[config.mk]
export PLATFORM = sky130hd
export DESIGN_NAME = reorder_buffer_flat
export DESIGN_NICKNAME = d
export VERILOG_FILES = /design/src/rtl/reorder_buffer_pkg.sv /design/src/rtl/reorder_buffer_if.sv /design/src/rtl/reorder_buffer.sv /design/src/flat_wrapper.sv
export SDC_FILE = /design/constraint.sdc
export NUM_CORES = 2
export LEC_CHECK = 0
export BUFFER_PORTS_ARGS = -buffer_cell sky130_fd_sc_hd__buf_2
export CORE_MARGIN = 2
export CORE_UTILIZATION = 65
export CTS_CLUSTER_SIZE = 14
export DETAILED_ROUTE_END_ITERATION = 8
export PLACE_DENSITY_LB_ADDON = 0.12
export SKIP_CTS_REPAIR_TIMING = 1
export SYNTH_ARGS = -nofsm -noshare
export SYNTH_HDL_FRONTEND = slang
export SYNTH_SLANG_ARGS = --single-unit
[constraint.sdc]
create_clock -name clk_in -period 12 [get_ports clk_in]
set_input_delay 1.2 -clock clk_in [delete_from_list [all_inputs] [get_ports clk_in]]
set_output_delay 1.2 -clock clk_in [all_outputs]
set_load 0.02 [all_outputs]
[src/rtl/reorder_buffer_pkg.sv]
// Shared parameters and entry-type encodings for the reorder buffer.
// Tag 0 is reserved to mean "no pending producer", so DEPTH is one less than the tag space.
package reorder_buffer_pkg;

    localparam int ROB_WIDTH = 4;
    localparam int DEPTH     = (1 << ROB_WIDTH) - 1;

    typedef enum logic [1:0] {
        ROB_TYPE_REG    = 2'd0,
        ROB_TYPE_STORE  = 2'd1,
        ROB_TYPE_BRANCH = 2'd2
    } rob_type_e;

endpackage

[src/rtl/reorder_buffer_if.sv]
// Decoder, CDB, regfile, LSB and fetch-redirect signals of the reorder buffer.
// The slave modport is the ROB's view; the master modport is the surrounding pipeline's view.
interface reorder_buffer_if;
    import reorder_buffer_pkg::*;

    logic                 from_decoder_valid;
    logic [1:0]           from_decoder_type;
    logic [4:0]           from_decoder_reg_id;
    logic [31:0]          from_decoder_recover_pc;
    logic                 to_decoder_full;
    logic [ROB_WIDTH-1:0] to_decoder_rob_id;
    logic [ROB_WIDTH-1:0] from_decoder_query_id1;
    logic [ROB_WIDTH-1:0] from_decoder_query_id2;
    logic                 to_decoder_query_ready1;
    logic                 to_decoder_query_ready2;
    logic [31:0]          to_decoder_query_data1;
    logic [31:0]          to_decoder_query_data2;
    logic                 from_cdb_valid;
    logic [ROB_WIDTH-1:0] from_cdb_rob_id;
    logic [31:0]          from_cdb_data;
    logic                 from_cdb_mispredict;
    logic                 to_regfile_write_enabled;
    logic [4:0]           to_regfile_reg_id;
    logic [31:0]          to_regfile_data;
    logic [ROB_WIDTH-1:0] to_regfile_rob_id;
    logic                 to_lsb_store_commit;
    logic [ROB_WIDTH-1:0] to_lsb_store_rob_id;
    logic                 flush_output;
    logic [31:0]          to_fetch_pc;

    modport slave (
        input  from_decoder_valid, from_decoder_type, from_decoder_reg_id, from_decoder_recover_pc,
        input  from_decoder_query_id1, from_decoder_query_id2,
        input  from_cdb_valid, from_cdb_rob_id, from_cdb_data, from_cdb_mispredict,
        output to_decoder_full, to_decoder_rob_id,
        output to_decoder_query_ready1, to_decoder_query_ready2,
        output to_decoder_query_data1, to_decoder_query_data2,
        output to_regfile_write_enabled, to_regfile_reg_id, to_regfile_data, to_regfile_rob_id,
        output to_lsb_store_commit, to_lsb_store_rob_id, flush_output, to_fetch_pc
    );

    modport master (
        output from_decoder_valid, from_decoder_type, from_decoder_reg_id, from_decoder_recover_pc,
        output from_decoder_query_id1, from_decoder_query_id2,
        output from_cdb_valid, from_cdb_rob_id, from_cdb_data, from_cdb_mispredict,
        input  to_decoder_full, to_decoder_rob_id,
        input  to_decoder_query_ready1, to_decoder_query_ready2,
        input  to_decoder_query_data1, to_decoder_query_data2,
        input  to_regfile_write_enabled, to_regfile_reg_id, to_regfile_data, to_regfile_rob_id,
        input  to_lsb_store_commit, to_lsb_store_rob_id, flush_output, to_fetch_pc
    );

endinterface

[src/rtl/reorder_buffer.sv]
// In-order retirement queue: allocates tags at dispatch, captures CDB results and commits
// at most one head entry per cycle as registered regfile/LSB/flush pulses.
module reorder_buffer
    import reorder_buffer_pkg::*;
(
    input  logic            clk_in,
    input  logic            rst_in,
    reorder_buffer_if.slave rob
);

    localparam int ENTRIES = 1 << ROB_WIDTH;
    typedef logic [ROB_WIDTH-1:0] tag_t;

    function automatic tag_t next_ptr(input tag_t p);
        return (p == tag_t'(DEPTH)) ? tag_t'(1) : p + tag_t'(1);
    endfunction

    tag_t               head, tail, count;
    logic [ENTRIES-1:0] busy, ready, ent_mispredict;
    logic [1:0]         ent_type  [ENTRIES];
    logic [4:0]         ent_reg   [ENTRIES];
    logic [31:0]        ent_value [ENTRIES];
    logic [31:0]        ent_pc    [ENTRIES];
    logic               full, do_commit, do_alloc, cdb_hit;

    // A slot committing this edge may be reallocated at the same edge, so full does not block that alloc.
    always_comb begin
        full      = (count == tag_t'(DEPTH));
        do_commit = !rob.flush_output && (count != '0) && ready[head];
        do_alloc  = !rob.flush_output && rob.from_decoder_valid && (!full || do_commit);
        cdb_hit   = !rob.flush_output && rob.from_cdb_valid && busy[rob.from_cdb_rob_id]
                    && !(do_commit && rob.from_cdb_rob_id == head);
    end

    assign rob.to_decoder_full   = full;
    assign rob.to_decoder_rob_id = tail;

    // Payload is only read behind busy/ready, so it needs no reset.
    always_ff @(posedge clk_in) begin
        if (do_alloc) begin
            ent_type[tail] <= rob.from_decoder_type;
            ent_reg[tail]  <= rob.from_decoder_reg_id;
            ent_pc[tail]   <= rob.from_decoder_recover_pc;
        end
        if (cdb_hit) begin
            ent_value[rob.from_cdb_rob_id]      <= rob.from_cdb_data;
            ent_mispredict[rob.from_cdb_rob_id] <= rob.from_cdb_mispredict;
        end
    end

    always_ff @(posedge clk_in or posedge rst_in) begin
        if (rst_in) begin
            head                         <= tag_t'(1);
            tail                         <= tag_t'(1);
            count                        <= '0;
            busy                         <= '0;
            ready                        <= '0;
            rob.to_regfile_write_enabled <= 1'b0;
            rob.to_regfile_reg_id        <= '0;
            rob.to_regfile_data          <= '0;
            rob.to_regfile_rob_id        <= '0;
            rob.to_lsb_store_commit      <= 1'b0;
            rob.to_lsb_store_rob_id      <= '0;
            rob.flush_output             <= 1'b0;
            rob.to_fetch_pc              <= '0;
        end else begin
            rob.to_regfile_write_enabled <= 1'b0;
            rob.to_regfile_reg_id        <= '0;
            rob.to_regfile_data          <= '0;
            rob.to_regfile_rob_id        <= '0;
            rob.to_lsb_store_commit      <= 1'b0;
            rob.to_lsb_store_rob_id      <= '0;
            rob.flush_output             <= 1'b0;
            rob.to_fetch_pc              <= '0;
            if (rob.flush_output) begin
                head  <= tag_t'(1);
                tail  <= tag_t'(1);
                count <= '0;
                busy  <= '0;
                ready <= '0;
            end else begin
                if (do_commit) begin
                    busy[head]  <= 1'b0;
                    ready[head] <= 1'b0;
                    head        <= next_ptr(head);
                    if (ent_type[head] == ROB_TYPE_REG && ent_reg[head] != 5'd0) begin
                        rob.to_regfile_write_enabled <= 1'b1;
                        rob.to_regfile_reg_id        <= ent_reg[head];
                        rob.to_regfile_data          <= ent_value[head];
                        rob.to_regfile_rob_id        <= head;
                    end
                    if (ent_type[head] == ROB_TYPE_STORE) begin
                        rob.to_lsb_store_commit <= 1'b1;
                        rob.to_lsb_store_rob_id <= head;
                    end
                    if (ent_type[head] == ROB_TYPE_BRANCH && ent_mispredict[head]) begin
                        rob.flush_output <= 1'b1;
                        rob.to_fetch_pc  <= ent_pc[head];
                    end
                end
                if (cdb_hit) begin
                    ready[rob.from_cdb_rob_id] <= 1'b1;
                end
                if (do_alloc) begin
                    busy[tail]  <= 1'b1;
                    ready[tail] <= 1'b0;
                    tail        <= next_ptr(tail);
                end
                if (do_alloc && !do_commit) begin
                    count <= count + tag_t'(1);
                end else if (!do_alloc && do_commit) begin
                    count <= count - tag_t'(1);
                end
            end
        end
    end

    // Operand lookup: committed-ready value first, then same-cycle CDB bypass.
    always_comb begin
        rob.to_decoder_query_ready1 = 1'b0;
        rob.to_decoder_query_data1  = '0;
        rob.to_decoder_query_ready2 = 1'b0;
        rob.to_decoder_query_data2  = '0;
        if (rob.from_decoder_query_id1 != '0) begin
            if (busy[rob.from_decoder_query_id1] && ready[rob.from_decoder_query_id1]) begin
                rob.to_decoder_query_ready1 = 1'b1;
                rob.to_decoder_query_data1  = ent_value[rob.from_decoder_query_id1];
            end else if (rob.from_cdb_valid && busy[rob.from_decoder_query_id1]
                         && rob.from_cdb_rob_id == rob.from_decoder_query_id1) begin
                rob.to_decoder_query_ready1 = 1'b1;
                rob.to_decoder_query_data1  = rob.from_cdb_data;
            end
        end
        if (rob.from_decoder_query_id2 != '0) begin
            if (busy[rob.from_decoder_query_id2] && ready[rob.from_decoder_query_id2]) begin
                rob.to_decoder_query_ready2 = 1'b1;
                rob.to_decoder_query_data2  = ent_value[rob.from_decoder_query_id2];
            end else if (rob.from_cdb_valid && busy[rob.from_decoder_query_id2]
                         && rob.from_cdb_rob_id == rob.from_decoder_query_id2) begin
                rob.to_decoder_query_ready2 = 1'b1;
                rob.to_decoder_query_data2  = rob.from_cdb_data;
            end
        end
    end

endmodule

[src/flat_wrapper.sv]
// flat-port wrapper written by rule: the top's interface ports become plain ports
module reorder_buffer_flat import reorder_buffer_pkg::*;
  (clk_in, rst_in, rob_from_decoder_valid, rob_from_decoder_type, rob_from_decoder_reg_id, rob_from_decoder_recover_pc, rob_from_decoder_query_id1, rob_from_decoder_query_id2, rob_from_cdb_valid, rob_from_cdb_rob_id, rob_from_cdb_data, rob_from_cdb_mispredict, rob_to_decoder_full, rob_to_decoder_rob_id, rob_to_decoder_query_ready1, rob_to_decoder_query_ready2, rob_to_decoder_query_data1, rob_to_decoder_query_data2, rob_to_regfile_write_enabled, rob_to_regfile_reg_id, rob_to_regfile_data, rob_to_regfile_rob_id, rob_to_lsb_store_commit, rob_to_lsb_store_rob_id, rob_flush_output, rob_to_fetch_pc);
  reorder_buffer_if rob_i ();
  input  logic clk_in;
  input  logic rst_in;
  input wire logic [$bits(rob_i.from_decoder_valid)-1:0] rob_from_decoder_valid;
  input wire logic [$bits(rob_i.from_decoder_type)-1:0] rob_from_decoder_type;
  input wire logic [$bits(rob_i.from_decoder_reg_id)-1:0] rob_from_decoder_reg_id;
  input wire logic [$bits(rob_i.from_decoder_recover_pc)-1:0] rob_from_decoder_recover_pc;
  input wire logic [$bits(rob_i.from_decoder_query_id1)-1:0] rob_from_decoder_query_id1;
  input wire logic [$bits(rob_i.from_decoder_query_id2)-1:0] rob_from_decoder_query_id2;
  input wire logic [$bits(rob_i.from_cdb_valid)-1:0] rob_from_cdb_valid;
  input wire logic [$bits(rob_i.from_cdb_rob_id)-1:0] rob_from_cdb_rob_id;
  input wire logic [$bits(rob_i.from_cdb_data)-1:0] rob_from_cdb_data;
  input wire logic [$bits(rob_i.from_cdb_mispredict)-1:0] rob_from_cdb_mispredict;
  output wire logic [$bits(rob_i.to_decoder_full)-1:0] rob_to_decoder_full;
  output wire logic [$bits(rob_i.to_decoder_rob_id)-1:0] rob_to_decoder_rob_id;
  output wire logic [$bits(rob_i.to_decoder_query_ready1)-1:0] rob_to_decoder_query_ready1;
  output wire logic [$bits(rob_i.to_decoder_query_ready2)-1:0] rob_to_decoder_query_ready2;
  output wire logic [$bits(rob_i.to_decoder_query_data1)-1:0] rob_to_decoder_query_data1;
  output wire logic [$bits(rob_i.to_decoder_query_data2)-1:0] rob_to_decoder_query_data2;
  output wire logic [$bits(rob_i.to_regfile_write_enabled)-1:0] rob_to_regfile_write_enabled;
  output wire logic [$bits(rob_i.to_regfile_reg_id)-1:0] rob_to_regfile_reg_id;
  output wire logic [$bits(rob_i.to_regfile_data)-1:0] rob_to_regfile_data;
  output wire logic [$bits(rob_i.to_regfile_rob_id)-1:0] rob_to_regfile_rob_id;
  output wire logic [$bits(rob_i.to_lsb_store_commit)-1:0] rob_to_lsb_store_commit;
  output wire logic [$bits(rob_i.to_lsb_store_rob_id)-1:0] rob_to_lsb_store_rob_id;
  output wire logic [$bits(rob_i.flush_output)-1:0] rob_flush_output;
  output wire logic [$bits(rob_i.to_fetch_pc)-1:0] rob_to_fetch_pc;
  assign rob_i.from_decoder_valid = rob_from_decoder_valid;
  assign rob_i.from_decoder_type = rob_from_decoder_type;
  assign rob_i.from_decoder_reg_id = rob_from_decoder_reg_id;
  assign rob_i.from_decoder_recover_pc = rob_from_decoder_recover_pc;
  assign rob_i.from_decoder_query_id1 = rob_from_decoder_query_id1;
  assign rob_i.from_decoder_query_id2 = rob_from_decoder_query_id2;
  assign rob_i.from_cdb_valid = rob_from_cdb_valid;
  assign rob_i.from_cdb_rob_id = rob_from_cdb_rob_id;
  assign rob_i.from_cdb_data = rob_from_cdb_data;
  assign rob_i.from_cdb_mispredict = rob_from_cdb_mispredict;
  assign rob_to_decoder_full = rob_i.to_decoder_full;
  assign rob_to_decoder_rob_id = rob_i.to_decoder_rob_id;
  assign rob_to_decoder_query_ready1 = rob_i.to_decoder_query_ready1;
  assign rob_to_decoder_query_ready2 = rob_i.to_decoder_query_ready2;
  assign rob_to_decoder_query_data1 = rob_i.to_decoder_query_data1;
  assign rob_to_decoder_query_data2 = rob_i.to_decoder_query_data2;
  assign rob_to_regfile_write_enabled = rob_i.to_regfile_write_enabled;
  assign rob_to_regfile_reg_id = rob_i.to_regfile_reg_id;
  assign rob_to_regfile_data = rob_i.to_regfile_data;
  assign rob_to_regfile_rob_id = rob_i.to_regfile_rob_id;
  assign rob_to_lsb_store_commit = rob_i.to_lsb_store_commit;
  assign rob_to_lsb_store_rob_id = rob_i.to_lsb_store_rob_id;
  assign rob_flush_output = rob_i.flush_output;
  assign rob_to_fetch_pc = rob_i.to_fetch_pc;
  reorder_buffer u_core (.clk_in(clk_in), .rst_in(rst_in), .rob(rob_i));
endmodule
==> run summary <==
The run finished with clean final reports. After routing, the total negative slack on setup checks comes to 0 ps. The total detailed-routing wirelength was 151000 um. The library cells used most frequently in the layout, excluding fill and tap cells, are edfxtp_1, mux4_2, buf_2. The tools report the worst-case headroom to the max-slew limit as 0.161. In this run the static leakage power is 21.5 nW. VDD sags by at most 190 uV. The floorplan row count is 109. After floorplanning, the core was sized to cover 88100 sq um. The proportion of synthesized flip-flops having asynchronous set or reset came out at 0.0972.

Summed over all nets, the half-perimeter wirelength after detailed placement is 78300 um. For the finished layout, the period the worst path requires is 5920 ps. Setup violations remaining at the end of the flow were counted as 0. Global-route total usage across every layer: 0.344. The die outline width is 302 um, and the detail-routed net length per standard cell is 35.7 um. Across the run, the number of max-cap violations was 0. The number of nets at the end of the flow is 3050, and the proportion of layout cells with a drive suffix above 1 is 0.411. Routability-driven placement finished with a final weighted congestion of 0.916. The cell type contributing the most total cell area after synthesis was edfxtp_1. The run gives 2801 as the number of nets produced by synthesis. During I/O placement, the number of pins put on the boundary was 239. In this run, synthesis produced a sequential element count of 1276. Setup repair after global routing left no endpoint under its margin.

Across all hold checks on the routed design, the worst slack comes to 399 ps. The path class of the tightest hold or removal check is primary input to async pin. The via density per instance is 7.41.

In the post-synthesis netlist, the biggest area contributors are edfxtp_1, mux4_2, dfrtp_1. The setup path with the least slack is of type primary input to primary output. For the remaining number of nets flagged by the antenna check after routing, the log shows 0. The synthesized design contains 1152 enable-type register cells. The cell count after synthesis came out at 2701. The netlist uses 58 different library cells. The tools report the via count of the first global-routing pass as 32780. For the number of design-rule violations left by the first detailed-router iteration, the log shows 4078. STA classifies the critical path endpoint as a primary output. The data arrival time at the worst-slack endpoint was 4720 ps. CTS placed an instance of clkbuf_16 at the clock tree root. The starting density of the core is 0.654.

On the final layout, the worst clock skew is 31.4 ps. The number of buffers created by CTS was 133; the post-synthesis cell area was 57700 sq um. The first global-routing pass estimated 222000 um of wire. The logs give 0 for the total congestion overflow and 0 for the number of failing hold endpoints at the final stage. The number of warnings reported in the yosys synthesis log is 0. Entering global routing, the biggest net connects 163 pins.

The logs give 760 ps for the clock latency on the worst-skew pair and 0 for the max-slew violation total from the final report. The number of antenna violations at the first check in global routing was 14; the area added between synthesis and finish was 11.7%. The logs give 6 for the number of iterations in the first detailed-routing pass and 91100 sq um for the total die area. The logs give 0.654 for the portion of the post-synthesis area used by sequential elements and 1276 for the CTS sink count.

The main flop type after synthesis is edfxtp_1. The total via count in the routed design is 31319. The per-instance average area after synthesis was 21.3 sq um; the chip height was 302 um. The tools report the startpoint kind of the worst setup timing path as a primary input. After routing the design area is 64400 sq um.

The clock tree synthesis step divided the H-tree into 4 levels. The number of remaining DRC errors is 0. The total power divided by cell area was 208 nW/um^2; the largest fanout on the critical path was 58.

The maximum clock rate was 169 MHz. Leaving out fill and tap cells, the most frequent cell in the layout is edfxtp_1. In this run the cell area measured after placement is 60100 sq um. The pin slew with the least headroom to its limit was 1250 ps. The run gives 3 as the maximum count of clock buffers along a single path. The clock transition at the register clock pins on the worst setup and hold paths after CTS came out at 60 ps. The required time at the endpoint of the critical path was 10800 ps; the portion of the clock cycle consumed by the worst path in the final layout was 0.493. Input and output buffers added on the ports amount to 238. The portion of synthesized cell area occupied by the leading cell type was 0.600. TritonCTS built the clock tree.
## final timing paths
kind	endpoint	cells after the start	slack, ps	start
hold reg to reg	u_core.busy[8]$_DFF_PP0_	2	590	u_core.busy[8]$_DFF_PP0_
min in group clk_in	u_core.busy[8]$_DFF_PP0_	2	590	u_core.busy[8]$_DFF_PP0_
max in group asynchronous	u_core.rob.to_regfile_data[9]$_DFF_PP0_	3	10360	rst_in
setup / recovery	rob_to_decoder_query_data2[24]	10	6080	rob_from_decoder_query_id2[0]
setup reg to reg	u_core.count[3]$_DFFE_PP0P_	14	6460	u_core.head[0]$_DFFE_PP1P_
hold / removal	u_core.rob.to_fetch_pc[20]$_DFF_PP0_	2	400	rst_in
## kinds of logic (layout without fill, tap and decap cells)
logic type / count (synthesis) / in the layout / synth area share
AO/OA/AOI/OAI: 81 / 81 / 0.0106
XOR/XNOR: 15 / 15 / 0.00228
adder cells (fa/ha/maj): 12 / 12 / 0.00273
buffers and inverters: 231 / 587 / 0.0176
flip-flops: 1276 / 1276 / 0.654
multiplexers: 767 / 767 / 0.284
other: 0 / 7 / 0
AND/OR/NAND/NOR: 319 / 319 / 0.0286
## stage by stage
step	power (W)	instances	util	setup slack, ps
floorplan	0.00829	2701	-	6930
CTS	0.0135	4222	0.731	6020
global route	0.0138	4226	0.731	5800
global placement	0.00928	3980	0.682	6110
finish	0.0134	4229	0.731	6080
detailed placement	0.00937	3980	0.682	6030
## worst max-delay path, stage by stage
cell and delay (ps):
buf_8 510, buf_4 770, mux4_2 600, a22oi_1 200, nand3_1 240, nor2b_4 200
buf_4 320, mux2i_1 200, nor2_1 130, buf_2 180
## cells in the mapped netlist (2+ instances only)
cell type,number
nand4_1,5
a21oi_1,19
a211oi_1,5
a21boi_0,2
nand3b_1,4
mux2i_1,69
a22o_1,8
buf_1,20
and2b_1,3
nor4b_1,4
a21o_1,3
clkbuf_1,92
inv_1,37
nor3_1,13
mux4_2,694
o21ai_0,3
buf_4,4
a22oi_1,9
or4_1,4
nor2b_1,54
and3_1,2
nand2_1,58
o31ai_1,2
buf_2,70
dfstp_2,2
xor2_1,12
nor4_1,6
mux2_2,2
nor2b_2,18
a221oi_1,8
xnor2_1,3
o211a_1,8
edfxtp_1,1152
o21ai_1,2
dfrtp_1,122
buf_6,6
or3_1,7
nand2b_1,2
nor2_1,93
a31oi_1,3
nand3_1,21
ha_1,11
mux4_1,2
and2_1,23
## metal layers
layer | wire [um] | vias to the layer above | track usage | part of all wire
met5 | 88 | - | 0 | 0.00058
met4 | 6090 | 14 | 0.149 | 0.040
met3 | 15000 | 393 | 0.0679 | 0.099
met2 | 78500 | 2160 | 0.578 | 0.52
met1 | 51400 | 16624 | 0.447 | 0.34
li1 | - | 12128 | - | -
## power by group
group | total [W] | switching (W) | internal [W]
clock network | 0.00406 | 0.00173 | 0.00233
registers | 0.00557 | 0.000310 | 0.00526
logic | 0.00377 | 0.00197 | 0.00180
## layout make-up
| type | instances | area, sq um |
|---|---|---|
| Tap cell | 1165 | 1460 |
| Timing Repair Buffer | 306 | 1750 |
| Clock buffer | 175 | 3630 |
| Sequential cell | 1276 | 37700 |
| Clock inverter | 67 | 663 |
| Fill cell | 4977 | 23700 |
| Antenna cell | 7 | 17.5 |
| Multi-Input combinational cell | 1194 | 19000 |
| Inverter | 39 | 156 |
Power figures use the tool's default switching activity.
